File: config.mk
export PLATFORM = sky130hd
export DESIGN_NAME = multicycle_control
export DESIGN_NICKNAME = d
export VERILOG_FILES = /design/src/rtl/cpu_ctrl_pkg.sv /design/src/rtl/multicycle_control.sv
export SDC_FILE = /design/constraint.sdc
export NUM_CORES = 1
export LEC_CHECK = 0
export ABC_CLOCK_PERIOD_IN_PS = 1700
export CAP_MARGIN = 20
export CORE_MARGIN = 5
export CORE_UTILIZATION = 29
export DETAILED_ROUTE_END_ITERATION = 6
export HOLD_SLACK_MARGIN = 0.03
export SYNTH_ARGS = -nofsm -noshare
export SYNTH_HDL_FRONTEND = slang
export SYNTH_SLANG_ARGS = --single-unit
File: constraint.sdc
create_clock -name clk -period 1.7 [get_ports clk]
set_input_delay 0.34 -clock clk [delete_from_list [all_inputs] [get_ports clk]]
set_output_delay 0.34 -clock clk [all_outputs]
set_load 0.02 [all_outputs]
File: src/rtl/cpu_ctrl_pkg.sv
// Shared definitions for the multicycle CPU control path: opcodes, ALUop
// encodings, datapath select encodings, the control FSM state enum and the
// bundle of datapath control signals.
package cpu_ctrl_pkg;

    // Instruction opcodes (4-bit base encoding)
    localparam logic [3:0] OP_R    = 4'b0000;
    localparam logic [3:0] OP_LW   = 4'b0001;
    localparam logic [3:0] OP_SW   = 4'b0010;
    localparam logic [3:0] OP_BEQ  = 4'b0011;
    localparam logic [3:0] OP_ADDI = 4'b0100;
    localparam logic [3:0] OP_J    = 4'b0101;
    localparam logic [3:0] OP_HALT = 4'b1111;

    // ALUop encodings consumed by the ALU control decoder (2'b11 is reserved)
    localparam logic [1:0] ALUOP_ADD  = 2'b00;
    localparam logic [1:0] ALUOP_SUB  = 2'b01;
    localparam logic [1:0] ALUOP_FUNC = 2'b10;

    // ALU B operand select
    localparam logic [1:0] SRCB_REG   = 2'b00;
    localparam logic [1:0] SRCB_ONE   = 2'b01;
    localparam logic [1:0] SRCB_IMM   = 2'b10;
    localparam logic [1:0] SRCB_SHIMM = 2'b11;

    // PC source select
    localparam logic [1:0] PCSRC_ALU    = 2'b00;
    localparam logic [1:0] PCSRC_ALUOUT = 2'b01;
    localparam logic [1:0] PCSRC_JUMP   = 2'b10;

    // Control FSM states; the encoding is visible on the State debug port
    typedef enum logic [3:0] {
        S_IDLE      = 4'd0,
        S_FETCH     = 4'd1,
        S_DECODE    = 4'd2,
        S_EXEC_R    = 4'd3,
        S_WB_R      = 4'd4,
        S_EXEC_I    = 4'd5,
        S_WB_I      = 4'd6,
        S_MEM_ADDR  = 4'd7,
        S_MEM_READ  = 4'd8,
        S_MEM_WB    = 4'd9,
        S_MEM_WRITE = 4'd10,
        S_BRANCH    = 4'd11,
        S_JUMP      = 4'd12,
        S_HALT      = 4'd13
    } state_t;

    // All datapath controls driven by the FSM, grouped for a single default
    typedef struct packed {
        logic       pc_write;
        logic       pc_write_cond;
        logic       i_or_d;
        logic       mem_read;
        logic       mem_write;
        logic       ir_write;
        logic       mem_to_reg;
        logic       reg_write;
        logic       reg_dst;
        logic       alu_src_a;
        logic [1:0] alu_src_b;
        logic [1:0] alu_op;
        logic [1:0] pc_source;
        logic       halted;
        logic       illegal_op;
    } ctl_t;

endpackage

File: src/rtl/multicycle_control.sv
// Main control FSM of the multicycle CPU. Sequences fetch, decode, execute,
// memory and writeback over the shared ALU, register file and single memory
// port. Outputs are Moore-decoded from the state, except that the FETCH
// IR/PC load is gated by MemReady so it fires once, on the acknowledge cycle.
module multicycle_control
    import cpu_ctrl_pkg::*;
#(
    parameter int OPCODE_W        = 4,
    parameter bit HALT_ON_ILLEGAL = 1'b0
) (
    input  logic                clk,
    input  logic                rst_n,
    input  logic [OPCODE_W-1:0] Opcode,
    input  logic                Zero,
    input  logic                MemReady,
    output logic                PCWrite,
    output logic                PCWriteCond,
    output logic                IorD,
    output logic                MemRead,
    output logic                MemWrite,
    output logic                IRWrite,
    output logic                MemtoReg,
    output logic                RegWrite,
    output logic                RegDst,
    output logic                ALUSrcA,
    output logic [1:0]          ALUSrcB,
    output logic [1:0]          ALUop,
    output logic [1:0]          PCSource,
    output logic                Halted,
    output logic                IllegalOp,
    output logic [3:0]          State
);

    state_t state;
    state_t state_next;
    ctl_t   ctl;
    logic   op_legal;

    // Zero is gated in the datapath by PCWriteCond; the FSM itself never branches on it.
    logic unused_zero;
    assign unused_zero = Zero;

    // Recognise the opcodes this control path knows how to sequence
    always_comb begin
        op_legal = 1'b0;
        case (Opcode)
            OPCODE_W'(OP_R),
            OPCODE_W'(OP_LW),
            OPCODE_W'(OP_SW),
            OPCODE_W'(OP_BEQ),
            OPCODE_W'(OP_ADDI),
            OPCODE_W'(OP_J),
            OPCODE_W'(OP_HALT): op_legal = 1'b1;
            default:            op_legal = 1'b0;
        endcase
    end

    // State register; reset aborts any instruction, including a memory wait
    always_ff @(posedge clk or negedge rst_n) begin
        if (!rst_n) begin
            state <= S_IDLE;
        end else begin
            state <= state_next;
        end
    end

    // Next-state decode; Opcode is only looked at in DECODE and MEM_ADDR
    always_comb begin
        state_next = state;
        case (state)
            S_IDLE:      state_next = S_FETCH;
            S_FETCH:     state_next = MemReady ? S_DECODE : S_FETCH;
            S_DECODE: begin
                case (Opcode)
                    OPCODE_W'(OP_R):    state_next = S_EXEC_R;
                    OPCODE_W'(OP_LW),
                    OPCODE_W'(OP_SW):   state_next = S_MEM_ADDR;
                    OPCODE_W'(OP_BEQ):  state_next = S_BRANCH;
                    OPCODE_W'(OP_ADDI): state_next = S_EXEC_I;
                    OPCODE_W'(OP_J):    state_next = S_JUMP;
                    OPCODE_W'(OP_HALT): state_next = S_HALT;
                    default:            state_next = HALT_ON_ILLEGAL ? S_HALT : S_FETCH;
                endcase
            end
            S_EXEC_R:    state_next = S_WB_R;
            S_WB_R:      state_next = S_FETCH;
            S_EXEC_I:    state_next = S_WB_I;
            S_WB_I:      state_next = S_FETCH;
            S_MEM_ADDR:  state_next = (Opcode == OPCODE_W'(OP_LW)) ? S_MEM_READ : S_MEM_WRITE;
            S_MEM_READ:  state_next = MemReady ? S_MEM_WB : S_MEM_READ;
            S_MEM_WB:    state_next = S_FETCH;
            S_MEM_WRITE: state_next = MemReady ? S_FETCH : S_MEM_WRITE;
            S_BRANCH:    state_next = S_FETCH;
            S_JUMP:      state_next = S_FETCH;
            S_HALT:      state_next = S_HALT;
            default:     state_next = S_IDLE;
        endcase
    end

    // Output decode from state; anything not named for a state stays 0
    always_comb begin
        ctl = '0;
        case (state)
            S_FETCH: begin
                ctl.mem_read  = 1'b1;
                ctl.i_or_d    = 1'b0;
                ctl.alu_src_a = 1'b0;
                ctl.alu_src_b = SRCB_ONE;
                ctl.alu_op    = ALUOP_ADD;
                ctl.pc_source = PCSRC_ALU;
                ctl.ir_write  = MemReady;
                ctl.pc_write  = MemReady;
            end
            S_DECODE: begin
                // Branch target precompute: PC + (imm << shift)
                ctl.alu_src_a  = 1'b0;
                ctl.alu_src_b  = SRCB_SHIMM;
                ctl.alu_op     = ALUOP_ADD;
                ctl.illegal_op = ~op_legal;
            end
            S_EXEC_R: begin
                ctl.alu_src_a = 1'b1;
                ctl.alu_src_b = SRCB_REG;
                ctl.alu_op    = ALUOP_FUNC;
            end
            S_WB_R: begin
                ctl.reg_write  = 1'b1;
                ctl.reg_dst    = 1'b1;
                ctl.mem_to_reg = 1'b0;
            end
            S_EXEC_I, S_MEM_ADDR: begin
                ctl.alu_src_a = 1'b1;
                ctl.alu_src_b = SRCB_IMM;
                ctl.alu_op    = ALUOP_ADD;
            end
            S_WB_I: begin
                ctl.reg_write  = 1'b1;
                ctl.reg_dst    = 1'b0;
                ctl.mem_to_reg = 1'b0;
            end
            S_MEM_READ: begin
                ctl.mem_read = 1'b1;
                ctl.i_or_d   = 1'b1;
            end
            S_MEM_WB: begin
                ctl.reg_write  = 1'b1;
                ctl.mem_to_reg = 1'b1;
                ctl.reg_dst    = 1'b0;
            end
            S_MEM_WRITE: begin
                ctl.mem_write = 1'b1;
                ctl.i_or_d    = 1'b1;
            end
            S_BRANCH: begin
                ctl.alu_src_a     = 1'b1;
                ctl.alu_src_b     = SRCB_REG;
                ctl.alu_op        = ALUOP_SUB;
                ctl.pc_write_cond = 1'b1;
                ctl.pc_source     = PCSRC_ALUOUT;
            end
            S_JUMP: begin
                ctl.pc_write  = 1'b1;
                ctl.pc_source = PCSRC_JUMP;
            end
            S_HALT: begin
                ctl.halted = 1'b1;
            end
            default: ctl = '0;
        endcase
    end

    assign PCWrite     = ctl.pc_write;
    assign PCWriteCond = ctl.pc_write_cond;
    assign IorD        = ctl.i_or_d;
    assign MemRead     = ctl.mem_read;
    assign MemWrite    = ctl.mem_write;
    assign IRWrite     = ctl.ir_write;
    assign MemtoReg    = ctl.mem_to_reg;
    assign RegWrite    = ctl.reg_write;
    assign RegDst      = ctl.reg_dst;
    assign ALUSrcA     = ctl.alu_src_a;
    assign ALUSrcB     = ctl.alu_src_b;
    assign ALUop       = ctl.alu_op;
    assign PCSource    = ctl.pc_source;
    assign Halted      = ctl.halted;
    assign IllegalOp   = ctl.illegal_op;
    assign State       = state;

endmodule

======== Word-level counts from Yosys, hierarchy flattened ========
Index checks and enable logic that the tools add are counted.
cells by class
  equal/unequal tests ..................... 19
  muxes and demuxes ....................... 18
  bitwise gates (word level) .............. 1
  reductions and logical operators ........ 8
operators with widths
  kind                number
  $pmux 4 s9          1
  $eq 4x4->1 const B  7
  $pmux 5 s5          1
  $eq 4x3->1 const B  6
  $pmux 4 s6          1
  $eq 4x2->1 const B  4
  $mux 1              9
  $pmux 3 s3          1
  $eq 4x1->1 const B  2
  $logic_not 4->1     2
  $reduce_or 2->1     4
  $reduce_or 7->1     1
  $reduce_or 6->1     1
  $mux 2              2
  $mux 4              1
  $pmux 2 s2          1
  $pmux 1 s2          1
  $not 1->1           1
word-level totals
  register bits ........................... 4
  input bits .............................. 8
  word-level logic and storage cells ...... 47

======== Depth between registers and ports, before layout ========
  depth after elaboration ................. 5
  gate-level depth with buffers ........... 4

======== Least setup slack after synthesis ========
No wires, ideal clock.
  path type ............................... flip-flop to output port
  from .................................... register state[2] (netlist: State[2])
  to ...................................... output IllegalOp
  data arrival time ....................... 1.599 ns
  setup slack ............................. -0.239 ns
  cell stages (with the launch flop) ...... 4
  cell sequence ........................... dfrtp_1 -> or2_1 -> clkbuf_2 -> nor4_1
between the ends
  word-level cells in the longest chain between the ends .. 2
ends and longest elaborated chain
  what                    line                       RTL
  from (decl)             multicycle_control.sv:34   state_t state;
  from (signal assigned)  multicycle_control.sv:63   state <= state_next;
  $eq 4x2->1              multicycle_control.sv:103  case (state)
  $mux 1                  multicycle_control.sv:103
  to (decl)               multicycle_control.sv:30   output logic IllegalOp,
Every way passes these cells.

======== Final worst setup path ========
  from .................................... register state[3] (netlist: State[3])
  to ...................................... output PCWrite
between the ends
  word-level cells in the longest chain between the ends .. 2
ends and longest elaborated chain
  what                                      line                       RTL
  $eq 4x4->1 or $eq 4x1->1 (tied branches)  multicycle_control.sv:103
  $pmux 1 s2 (*)                            multicycle_control.sv:103
  to (decl)                                 multicycle_control.sv:16   output logic PCWrite,
Every way passes the cells marked *; elsewhere a longest branch is shown, timed or not.

==> metrics.txt <==
status completed; sequential fraction of the synthesis area 19.14%; horizontal extent of the die 52.47 um; compound-gate portion of the synthesized area 23.92%; setup slack after placement -490.0 ps; worst slew margin relative to its limit 82.43%; mux cell area share after synthesis 0%; nature of the critical path endpoint output port; total clock buffers created by CTS 3; number of antenna violations at the first check in global routing 0; DP Wirelength 1464 um; number of hold violations in the final report 0; vias in the first global route 702; H-Tree Depth 1; Filler Cells Inserted 177; number of clock sinks 4; max-cap viol count 0; routability cong. 0.7878; CORE AREA 1727 um2; area overhead of the layout relative to synthesis 104.3%; Avg WL per Cell 13.00 um; area of all placed cells without fillers 1069 um2; total of warnings raised by yosys 0; cells along the critical path buf_6 -> buf_4 -> nor2_4 -> nand3_2 -> a21oi_2 -> buf_6; routed via count divided by cell count 4.940; count of flip-flops with a built-in enable after synthesis 0; async set or reset register ratio after synthesis 100.0%; Crit path largest cell delay 430 ps; synthesized area per cell 6.882 um2; vias after detailed routing 746; floorplan die height 52.47 um; port buffer count 28; proportion of netlist area held by the largest area contributor 19.14%; Non-Filler Instances 151; critical path peak fanout 4; number of flip-flops in the largest register 4; register bit total from synthesis 4; Bufs and invs on worst path 3; Worst-path clk slew 40 ps; clock tree from TritonCTS built; gr usage total 14.88%; Bufs on Longest Clock Path 2; remaining global-route overflow 0; nature of the critical path startpoint register; Max Freq 0.5928 GHz; critical path's top delay family flip-flops; number of buffers inserted for hold repair after clock tree synthesis 0; area taken by multi-input logic gates 444.2 um2; post-synthesis simple-gate area fraction 42.82%; post-synthesis adder-cell area fraction 0%; critical path's most frequent cell sky130_fd_sc_hd__buf_6; post-route core utilization 61.88%; fraction of final layout cells with drive strength greater than 1 53.17%; Crit path arrival time 1350 ps; Worst Path Class, Setup register to output port; area occupied by registers 102.6 um2; die outline area 2753 um2; share of the synthesized netlist area taken by xor and xnor gates 5.024%; min-delay worst type input pin to async pin; post-synthesis cell type count 35; standard cell with the maximum stage delay on the critical path sky130_fd_sc_hd__dfrtp_2; smallest setup slack after layout 13.22 ps; clk_lat worst skew 240 ps; 1st-iter DRT viols 13; wire length after detailed routing 1963 um; number of antenna diodes 0; leakage power summed over all cells 0.5151 nW; placed cells 143; power per cell area 1722 nW/um2; worst clock skew 2.483 ps; Netlist Area Pre-Place 523.0 um2; combinational family with the most area after synthesis simple AND/OR/NAND/NOR gates; I/O pins 30; largest net degree at the start of global routing 13; Post-Synthesis Cells 76; global-route wire length before repair 3063 um; # setup viols final 0; 1st-pass router iterations 4; Final nets 136; post-route fraction of the period consumed by the critical path 99.22%; worst vdd rail ir drop 0.7337 mV; Pins Over Slew Limit 0; final routed DRC violation total 0; Synthesized Nets 84; starting density of the core 30.29%; placed cell areas 972.2 um2; Worst Max-Slew Pin Slew 260.1 ps; unrepaired setup endpoints after global routing yes; data required time of the critical path 1360 ps; buffer cell driving the clock tree root sky130_fd_sc_hd__clkbuf_4; cell type with the largest total area after synthesis sky130_fd_sc_hd__dfrtp_1; number of rows in the core area 15; Area contributors post-synth sky130_fd_sc_hd__dfrtp_1 (19%), sky130_fd_sc_hd__nor2_1 (9.3%), sky130_fd_sc_hd__a21oi_1 (5.7%), sky130_fd_sc_hd__nand2_1 (4.3%), sky130_fd_sc_hd__nor3b_1 (4.3%); commonest register cell after synthesis sky130_fd_sc_hd__dfrtp_1; Antenna Nets Post-Route 0; final critical path time including I/O delays and setup 1687 ps
routing by layer:
| layer | part of all wire (%) | GRT usage, % | vias up | wire length (um) |
|---|---|---|---|---|
| li1 | - | - | 374 | - |
| met1 | 45 | 18.71 | 352 | 891 |
| met2 | 50 | 25.00 | 17 | 976 |
| met3 | 3.7 | 2.849 | 3 | 73 |
| met4 | 1.1 | 5.106 | 0 | 21 |
| met5 | 0 | 0 | - | 0 |
repair_timing:
item                                    4_1_cts  5_1_grt
pin swaps                                     2        4
resized for setup                            82       36
buffers inserted                              0        5
endpoints found under the setup margin       21       15
through the flow:
stage	setup TNS, ps	total power [mW]	hold WS [ps]
2_1_floorplan	-112.6	0.8897	44.41
5_1_grt	-226.3	1.974	317.8
3_5_place_dp	-3761	1.557	563.5
3_3_place_gp	-3571	1.546	562.8
6_report	0	1.840	311.2
4_1_cts	-125.0	1.622	315.7
where the power goes:
| part | internal [mW] | total [mW] | switching, mW |
|---|---|---|---|
| Sequential | 0.141 | 0.194 | 0.0527 |
| Clock | 0.0790 | 0.119 | 0.0397 |
| Combinational | 0.745 | 1.53 | 0.782 |
synth_stat cells, drive strengths merged, types with 2 or more instances:
library cell	instances
a21oi	6
nor4bb	2
nor3	2
o21ai	2
buf	4
dfrtp	4
clkbuf	5
or2	2
nor2	13
nand2	6
nor3b	3
nor4	2
nand3	2
nand2b	3
xnor2	2
cell families (layout without fill, tap and decap cells):
family                 count (synthesis)  count (layout)
buffers and inverters                 10              60
XOR/XNOR                               3               3
AO/OA/AOI/OAI                         18              18
AND/OR/NAND/NOR                       41              41
flip-flops                             4               4
layout by cell type, fill, tap and decap left out, drive strengths merged, types with 2 or more instances in the layout:
cell           synthesis  routed
o21ai                  2       2
buf                    4      45
dlygate4sd2            0       4
nor2                  13      13
nor4                   2       2
xnor2                  2       2
or2                    2       2
nor4bb                 2       2
dfrtp                  4       4
a21oi                  6       6
nand2b                 3       3
nor3b                  3       3
nor3                   2       2
nand2                  6       6
nand3                  2       2
clkdlybuf4s50          0       3
clkbuf                 5       3
dlymetal6s2s           0       3
final cells by class:
class | instances | area share [%]
Timing Repair Buffer | 56 | 43.44
Multi-Input combinational cell | 62 | 41.57
Inverter | 1 | 0.3513
Sequential cell | 4 | 9.602
Clock buffer | 3 | 2.108
Tap cell | 25 | 2.927
final timing paths:
kind / depth (start not counted) / from / to / slack [ps]
worst max register to register: 5 / State[3] / State[1] / 50
worst max-delay path: 6 / State[3] / PCWrite / 10
max in group asynchronous: 1 / rst_n / State[3] / 1200
worst min-delay path: 1 / rst_n / State[1] / 310
worst min register to register: 2 / State[3] / State[3] / 690
min in group clk: 4 / Opcode[2] / State[1] / 660
No activity file was read; power rests on OpenSTA's default activity.
